$ cat config.mk
export PLATFORM = sky130hd
export DESIGN_NAME = pio_pc_sequencer
export DESIGN_NICKNAME = d
export VERILOG_FILES = /design/src/rtl/pio_pkg.sv /design/src/rtl/pio_delay_counter.sv /design/src/rtl/pio_pc_sequencer.sv
export SDC_FILE = /design/constraint.sdc
export NUM_CORES = 1
export LEC_CHECK = 0
export ABC_AREA = 1
export CAP_MARGIN = 20
export CORE_ASPECT_RATIO = 0.6
export CORE_MARGIN = 2
export CORE_UTILIZATION = 36
export DETAILED_ROUTE_END_ITERATION = 10
export GPL_TIMING_DRIVEN = 0
export MAX_ROUTING_LAYER = met4
export PLACE_DENSITY = 0.77
export SLEW_MARGIN = 10
export SYNTH_ARGS = -nofsm -noshare
export SYNTH_HDL_FRONTEND = slang
export SYNTH_SLANG_ARGS = --single-unit
$ cat constraint.sdc
create_clock -name clk -period 1.5 [get_ports clk]
set_clock_uncertainty 0.15 [all_clocks]
set_input_delay 0.3 -clock clk [delete_from_list [all_inputs] [get_ports clk]]
set_output_delay 0.3 -clock clk [all_outputs]
set_load 0.005 [all_outputs]
$ cat src/rtl/pio_pkg.sv
// rtl/pio_pkg.sv - shared widths, delay-field position and state encoding for the PIO pc sequencer
package pio_pkg;

    localparam int ADDR_W    = 5;
    localparam int INSTR_W   = 16;
    localparam int DELAY_W   = 5;
    localparam int DELAY_LSB = 8;
    localparam int DELAY_MSB = 12;

    typedef enum logic [1:0] {
        IDLE  = 2'd0,
        EXEC  = 2'd1,
        DELAY = 2'd2
    } state_e;

endpackage

$ cat src/rtl/pio_delay_counter.sv
// rtl/pio_delay_counter.sv - per-instruction delay down-counter: load, decrement on enable, done at last cycle
module pio_delay_counter #(
    parameter int W = 5
) (
    input  logic         clk,
    input  logic         rst,
    input  logic         clear,
    input  logic         load,
    input  logic [W-1:0] load_val,
    input  logic         dec,
    output logic         done
);

    logic [W-1:0] cnt_q;
    logic [W-1:0] cnt_d;

    always_comb begin
        cnt_d = cnt_q;
        if (clear) begin
            cnt_d = '0;
        end else if (load) begin
            cnt_d = load_val;
        end else if (dec && (cnt_q != '0)) begin
            cnt_d = cnt_q - W'(1);
        end
    end

    always_ff @(posedge clk or negedge rst) begin
        if (!rst) begin
            cnt_q <= '0;
        end else begin
            cnt_q <= cnt_d;
        end
    end

    // done marks the final delay cycle so the sequencer re-enters EXEC on the next edge
    assign done = (cnt_q == W'(1));

endmodule

$ cat src/rtl/pio_pc_sequencer.sv
// rtl/pio_pc_sequencer.sv - PIO program counter sequencer (optional forced-instruction port: PIO_FORCED_INSTR_EN)
module pio_pc_sequencer #(
    parameter int ADDR_W  = pio_pkg::ADDR_W,
    parameter int INSTR_W = pio_pkg::INSTR_W,
    parameter int DELAY_W = pio_pkg::DELAY_W
) (
    input  logic               clk,
    input  logic               rst,
    input  logic               en,
    input  logic               restart,
    input  logic [ADDR_W-1:0]  wrap_bottom,
    input  logic [ADDR_W-1:0]  wrap_top,
    output logic [ADDR_W-1:0]  imem_addr,
    input  logic [INSTR_W-1:0] imem_data,
    output logic [INSTR_W-1:0] instr,
    output logic               instr_valid,
    input  logic               exec_stall,
    input  logic               jmp_taken,
    input  logic [ADDR_W-1:0]  jmp_target,
`ifdef PIO_FORCED_INSTR_EN
    input  logic [INSTR_W-1:0] forced_instr,
    input  logic               forced_valid,
    output logic               forced_ready,
`endif
    output logic               in_delay,
    output logic [ADDR_W-1:0]  pc
);

    import pio_pkg::*;

    state_e              state_q;
    state_e              state_d;
    logic [ADDR_W-1:0]   pc_q;
    logic [ADDR_W-1:0]   pc_d;
    logic                cnt_clear;
    logic                cnt_load;
    logic                cnt_dec;
    logic                cnt_done;
    logic [DELAY_W-1:0]  delay_field;
    logic [ADDR_W-1:0]   seq_pc;
    logic                forced_act;

    assign delay_field = imem_data[DELAY_LSB +: DELAY_W];
    assign seq_pc      = (pc_q == wrap_top) ? wrap_bottom : pc_q + ADDR_W'(1);

`ifdef PIO_FORCED_INSTR_EN
    // a forced instruction bypasses en but never interrupts a delay
    assign forced_act   = forced_valid && ((state_q == IDLE) || (state_q == EXEC));
    assign forced_ready = forced_act && !exec_stall;
    assign instr        = forced_act ? forced_instr : imem_data;
    assign instr_valid  = forced_act || (en && (state_q == EXEC));
`else
    assign forced_act   = 1'b0;
    assign instr        = imem_data;
    assign instr_valid  = en && (state_q == EXEC);
`endif

    assign imem_addr = pc_q;
    assign pc        = pc_q;
    assign in_delay  = (state_q == DELAY);

    always_comb begin
        state_d   = state_q;
        pc_d      = pc_q;
        cnt_clear = 1'b0;
        cnt_load  = 1'b0;
        cnt_dec   = 1'b0;
        if (restart) begin
            pc_d      = wrap_bottom;
            cnt_clear = 1'b1;
            state_d   = en ? EXEC : IDLE;
        end else if (forced_act) begin
            if (!exec_stall && jmp_taken) begin
                pc_d = jmp_target;
            end
        end else if (en) begin
            case (state_q)
                IDLE: begin
                    state_d = EXEC;
                end
                EXEC: begin
                    if (!exec_stall) begin
                        pc_d = jmp_taken ? jmp_target : seq_pc;
                        if (delay_field != '0) begin
                            state_d  = DELAY;
                            cnt_load = 1'b1;
                        end
                    end
                end
                DELAY: begin
                    cnt_dec = 1'b1;
                    if (cnt_done) begin
                        state_d = EXEC;
                    end
                end
                default: begin
                    state_d = IDLE;
                end
            endcase
        end
    end

    always_ff @(posedge clk or negedge rst) begin
        if (!rst) begin
            state_q <= IDLE;
            pc_q    <= '0;
        end else begin
            state_q <= state_d;
            pc_q    <= pc_d;
        end
    end

    pio_delay_counter #(
        .W(DELAY_W)
    ) u_delay_counter (
        .clk      (clk),
        .rst      (rst),
        .clear    (cnt_clear),
        .load     (cnt_load),
        .load_val (delay_field),
        .dec      (cnt_dec),
        .done     (cnt_done)
    );

endmodule
Word level (Yosys, flattened, before mapping)

Index checks and enable logic that the tools add are counted.

Logic and storage cells: 48
Input port bits: 37
Output and inout port bits: 28
Register bits: 12

$add $sub $neg: 2
Reduce and logical (&&, ||, !) cells: 10
Mux-type cells: 25
Equal/unequal tests: 8

Operators by type and width:

| kind                  | number |
|---|---|
| $mux W5               | 9 |
| $mux W1               | 10 |
| $mux W2               | 5 |
| $reduce_bool A5 Y1    | 2 |
| $ne A3 B2 Y1 const B  | 2 |
| $pmux W2 S3           | 1 |
| $add A5 B1 Y5 const B | 1 |
| $eq A5 B1 Y1 const B  | 1 |
| $eq A5 B5 Y1          | 1 |
| $sub A5 B1 Y5 const B | 1 |
| $reduce_and A4 Y1     | 1 |
| $reduce_bool A2 Y1    | 2 |
| $ne A3 B3 Y1 const B  | 1 |
| $reduce_and A3 Y1     | 1 |
| $reduce_bool A3 Y1    | 1 |
| $eq A2 B1 Y1 const B  | 1 |
| $eq A2 B2 Y1 const B  | 1 |
| $logic_and A1 B1 Y1   | 2 |
| $logic_not A2 Y1      | 1 |
| $ne A2 B2 Y1 const B  | 1 |

Longest topological paths before layout

Depth in word-level cells: 8
Depth in mapped cells: 10
Depth with buffers taken out: 10

Cells and area by module

Synthesis repeated with hierarchy kept, for this count alone.

Cell total of the unflattened synthesis: 194
Area total of the unflattened synthesis: 1,307.5 µm²

Modules (own cells, without submodules):

| module            | cells an instance | instances | seq. area each (µm²) | area an instance (µm²) |
|---|---|---|---|---|
| pio_pc_sequencer  | 139               | 1         | 175.2                | 919.6 |
| pio_delay_counter | 55                | 1         | 125.1                | 387.9 |

Worst setup path after synthesis

OpenSTA, ideal clock, no wires.

Path kind: reg2reg
From: reg u_delay_counter.cnt_q[0]
To: reg u_delay_counter.cnt_q[1]
Cell stages (with the launch flop): 8
Buffers on the path: 0
Data required time: 1,231 ps
Arrival time: 1,283 ps
Setup time: 119 ps
Clock period less this slack: 1,552 ps
Slack: -52 ps
Cell sequence: dfrtp_1 inv_1 ha_1 nand2_1 o211ai_1 nand2_4 nand2_1 o21ai_2

Longest elaborated chain between the ends: 4
Elaborated cells on any way between the ends: 7

Ends and longest elaborated chain:

| what                   | RTL line                | text |
|---|---|---|
| start, declared        | pio_delay_counter.sv:14 | `logic [W-1:0] cnt_q;` |
| start signal, assigned | pio_delay_counter.sv:32 | `cnt_q <= cnt_d;` |
| $sub A5 B1 Y5          | pio_delay_counter.sv:24 | `cnt_d = cnt_q - W'(1);` |
| $mux W5                | pio_delay_counter.sv:23 | `end else if (dec && (cnt_q != '0)) begin` |
| $mux W5                | pio_delay_counter.sv:21 | `end else if (load) begin` |
| $mux W5                | pio_delay_counter.sv:19 | `if (clear) begin` |

Several ways; a longest one is shown, not always the timed one. The select of a mux whose other input is x is not followed.
A chain may end at the register's enable or synchronous reset.

Final worst setup path

From: reg pc_q[4] (netlist: imem_addr[4])
To: reg pc_q[4] (netlist: imem_addr[4])

Longest elaborated chain between the ends: 7
Elaborated cells on any way between the ends: 8

Ends and longest elaborated chain:

| what                                                 | RTL line                | text |
|---|---|---|
| start, declared                                      | pio_pc_sequencer.sv:33  | `logic [ADDR_W-1:0] pc_q;` |
| start signal, assigned                               | pio_pc_sequencer.sv:109 | `pc_q <= pc_d;` |
| $add A5 B1 Y5 / $eq A5 B5 Y1 (equally long branches) | pio_pc_sequencer.sv:44  | `assign seq_pc = (pc_q == wrap_top) ? wrap_bottom : pc_q + ADDR_W'(1);` |
| $mux W5 (*)                                          | pio_pc_sequencer.sv:44  |  |
| $mux W5 (*)                                          | pio_pc_sequencer.sv:83  | `pc_d = jmp_taken ? jmp_target : seq_pc;` |
| $mux W5 (*)                                          | pio_pc_sequencer.sv:82  | `if (!exec_stall) begin` |
| $mux W5 (*)                                          | pio_pc_sequencer.sv:77  | `case (state_q)` |
| $mux W5 (*)                                          | pio_pc_sequencer.sv:76  | `end else if (en) begin` |
| $mux W5 (*)                                          | pio_pc_sequencer.sv:68  | `if (restart) begin` |

Every way passes the cells marked *; elsewhere a longest branch is shown, timed or not. The select of a mux whose other input is x is not followed.

==> impl_metrics.tcl <==
set metrics [dict create \
    grt_max_degree 13 \
    cts_root_buf "clkbuf_8" \
    async_reset_ff_frac 1.00 \
    port_buffers 52 \
    yosys-top-cells-count "49 x nand2_1, 22 x buf_4, 17 x inv_1" \
    drive_above_1_share 0.449 \
    htreeDepth 1 \
    nets 298 \
    fin_crit_sh 1.06 \
    synth_ff_type "dfrtp_1" \
    stdcell_area_mm2 0.00220 \
    start_util 0.376 \
    grt_overflow 0 \
    maxSlewHeadroom 0.613 \
    p_leak_nw 1.07 \
    finalPower_mw 1.86 \
    fin_cells 301 \
    synth_nets 216 \
    fin_crit_ns 1.58 \
    dr.pass1.iters 4 \
    path_max_fanout 6 \
    min_path_type "input port to flip-flop" \
    pre_cts_ws_ns -0.448 \
    grt_pass1_wl_um 5580 \
    yosysTopAreaCell "dfrtp_1" \
    rows 16 \
    syn_to_final_growth_pct 79.7 \
    grt_pass1_vias 1217 \
    rsz0062_at_grt "yes" \
    finalSetupViolations 10 \
    synth_edf_count 0 \
    clock.fmax_mhz 632 \
    worstMarginPinSlew_ns 0.579 \
    num-fill-cells 277 \
    ant_nets 0 \
    tritoncts "built" \
    dr.first_iter.drc_count 72 \
    worstPathRequired_ns 1.52 \
    syn-instance-count 176 \
    cts_hold_buf 0 \
    cts_buffers 3 \
    clk_pin_slew_ns 0.05 \
    totalWireLength_um 3540 \
    hold_viol 0 \
    core-area_mm2 0.00326 \
    ir_drop_v 0.000432 \
    wl_per_cell_um 11.8 \
    dpl_cell_area_mm2 0.00183 \
    synth_cell_type_count 26 \
    die_h_um 49.2 \
    die_w_um 79.3 \
    status "finished, violations left" \
    yosysTopAreaCellShare 0.245 \
    ys_seq_area_frac 0.245 \
    cts_sinks 12 \
    gp_congestion 0.815 \
    worstSkewPairLatency_ns 0.24 \
    die-area_mm2 0.00390 \
    setup_ws_ns -0.0825 \
    violations "setup timing" \
    dp_hpwl_um 2530 \
    synth-seq-cells 12 \
    vias 1404 \
    diodes 0 \
    yosysMostFrequentCell "nand2_1" \
    synth.area.top_cells "dfrtp_1 24%, nand2_1 15%, buf_4 13%" \
    drc 0 \
    slew_viol_final 0 \
    cp.arrival_ns 1.61 \
    clock_path_buffers 2 \
    antenna_found_initial 0 \
    routed_via_density 4.66 \
    track_usage 0.186 \
    synth_area_mm2 0.00123 \
    cp-start-kind "flip-flop" \
    multi_input_area_um2 833 \
    postLayoutCoreUtil 0.675 \
    cap_violations 0 \
    ios 65 \
    dp_cells 273 \
    synth.avg_cell_area_um2 6.97 \
    cp-end-kind "flip-flop" \
    cellPowerDensity_mw_per_mm2 845 \
    crit_type "flip-flop to flip-flop" \
    seq_area_um2 307 \
    yosysWarningCount 0 \
]
## timing repair
item	in CTS	in global routing
setup endpoints to repair	29	17
buffers inserted	18	7
pin swaps	15	21
gates resized for setup	62	39
cloned	0	0
## metal layers
layer,wire [µm],vias to the layer above,global-route usage
met5,0,-,-
met4,0,0,0.0144
met3,279,0,0.0630
met2,1580,55,0.250
met1,1690,646,0.276
li1,-,703,-
## cell families (layout without fill, tap and decap cells)
| kind of cell | after synthesis | in the layout | share of synthesized area |
|---|---|---|---|
| simple gates | 87 | 87 | 0.359 |
| buf+inv | 44 | 124 | 0.203 |
| flops | 12 | 12 | 0.245 |
| xor+xnor | 6 | 6 | 0.0490 |
| compound gates | 24 | 24 | 0.113 |
| fa+ha+maj | 3 | 3 | 0.0306 |
## through the flow
step	setup TNS, ns	hold WS, ns
after floorplan	0	-0.146
after global placement	-6.51	0.361
after detailed placement	-6.69	0.372
after CTS	-0.192	0.254
after global routing	-1.41	0.286
final	-0.379	0.275
## worst max-delay path, stage by stage (launching register included)
cell and delay (ns):
dfrtp_2 0.43, buf_6 0.13, nand2_4 0.06, nand2_4 0.05, nor2_4 0.20, nand3_4 0.14
nand2_1 0.09, nand3_1 0.08, nand2_1 0.08, nand2_1 0.05, nand2_1 0.05
## final cells by class
cell class / count / share of cell area
timing repair buffer: 77 / 0.323
clock buffer: 3 / 0.0187
buffer: 23 / 0.0789
sequential: 12 / 0.139
tap: 45 / 0.0256
inverter: 21 / 0.0369
multi-input combinational: 120 / 0.378
## registers in the layout, summed over array words and instances, names as in the netlist
register / flops
u_delay_counter.cnt_q: 5
imem_addr: 5
state_q: 2
## layout by cell type, fill, tap and decap left out, types with 3 or more instances in the layout
| master | count |
|---|---|
| nand2_4 | 6 |
| inv_1 | 13 |
| dfrtp_2 | 5 |
| dfrtp_1 | 7 |
| a21oi_1 | 11 |
| nand3_1 | 8 |
| clkdlybuf4s50_1 | 24 |
| buf_6 | 13 |
| nor2_4 | 6 |
| o211ai_1 | 3 |
| clkbuf_8 | 3 |
| buf_2 | 3 |
| nand4_1 | 5 |
| nand2_2 | 13 |
| xor2_1 | 3 |
| o21ai_2 | 6 |
| nand2_1 | 36 |
| dlygate4sd2_1 | 18 |
| buf_4 | 37 |
| nor2_1 | 4 |
| inv_2 | 7 |
## final timing paths
| check | startpoint | end | slack (ns) | cells past startpoint |
|---|---|---|---|---|
| setup reg to reg | imem_addr[4]$_DFFE_PN0P_ | imem_addr[4]$_DFFE_PN0P_ | -0.08 | 10 |
| setup / recovery | imem_addr[4]$_DFFE_PN0P_ | imem_addr[4]$_DFFE_PN0P_ | -0.08 | 10 |
| min in group asynchronous | rst | state_q[1]$_DFFE_PN0P_ | 0.28 | 1 |
| hold reg to reg | u_delay_counter.cnt_q[3]$_DFFE_PN0P_ | u_delay_counter.cnt_q[3]$_DFFE_PN0P_ | 0.41 | 2 |
| max in group asynchronous | rst | imem_addr[4]$_DFFE_PN0P_ | 0.51 | 1 |
| hold / removal | restart | u_delay_counter.cnt_q[4]$_DFFE_PN0P_ | 0.27 | 4 |
## report_power, final
part	switching [mW]	total, mW	internal, mW
Sequential	0.0601	0.455	0.394
Combinational	0.515	1.11	0.599
Clock	0.117	0.294	0.177
Total	0.692	1.86	1.17
Note: power is estimated with default switching activity, not from simulation.
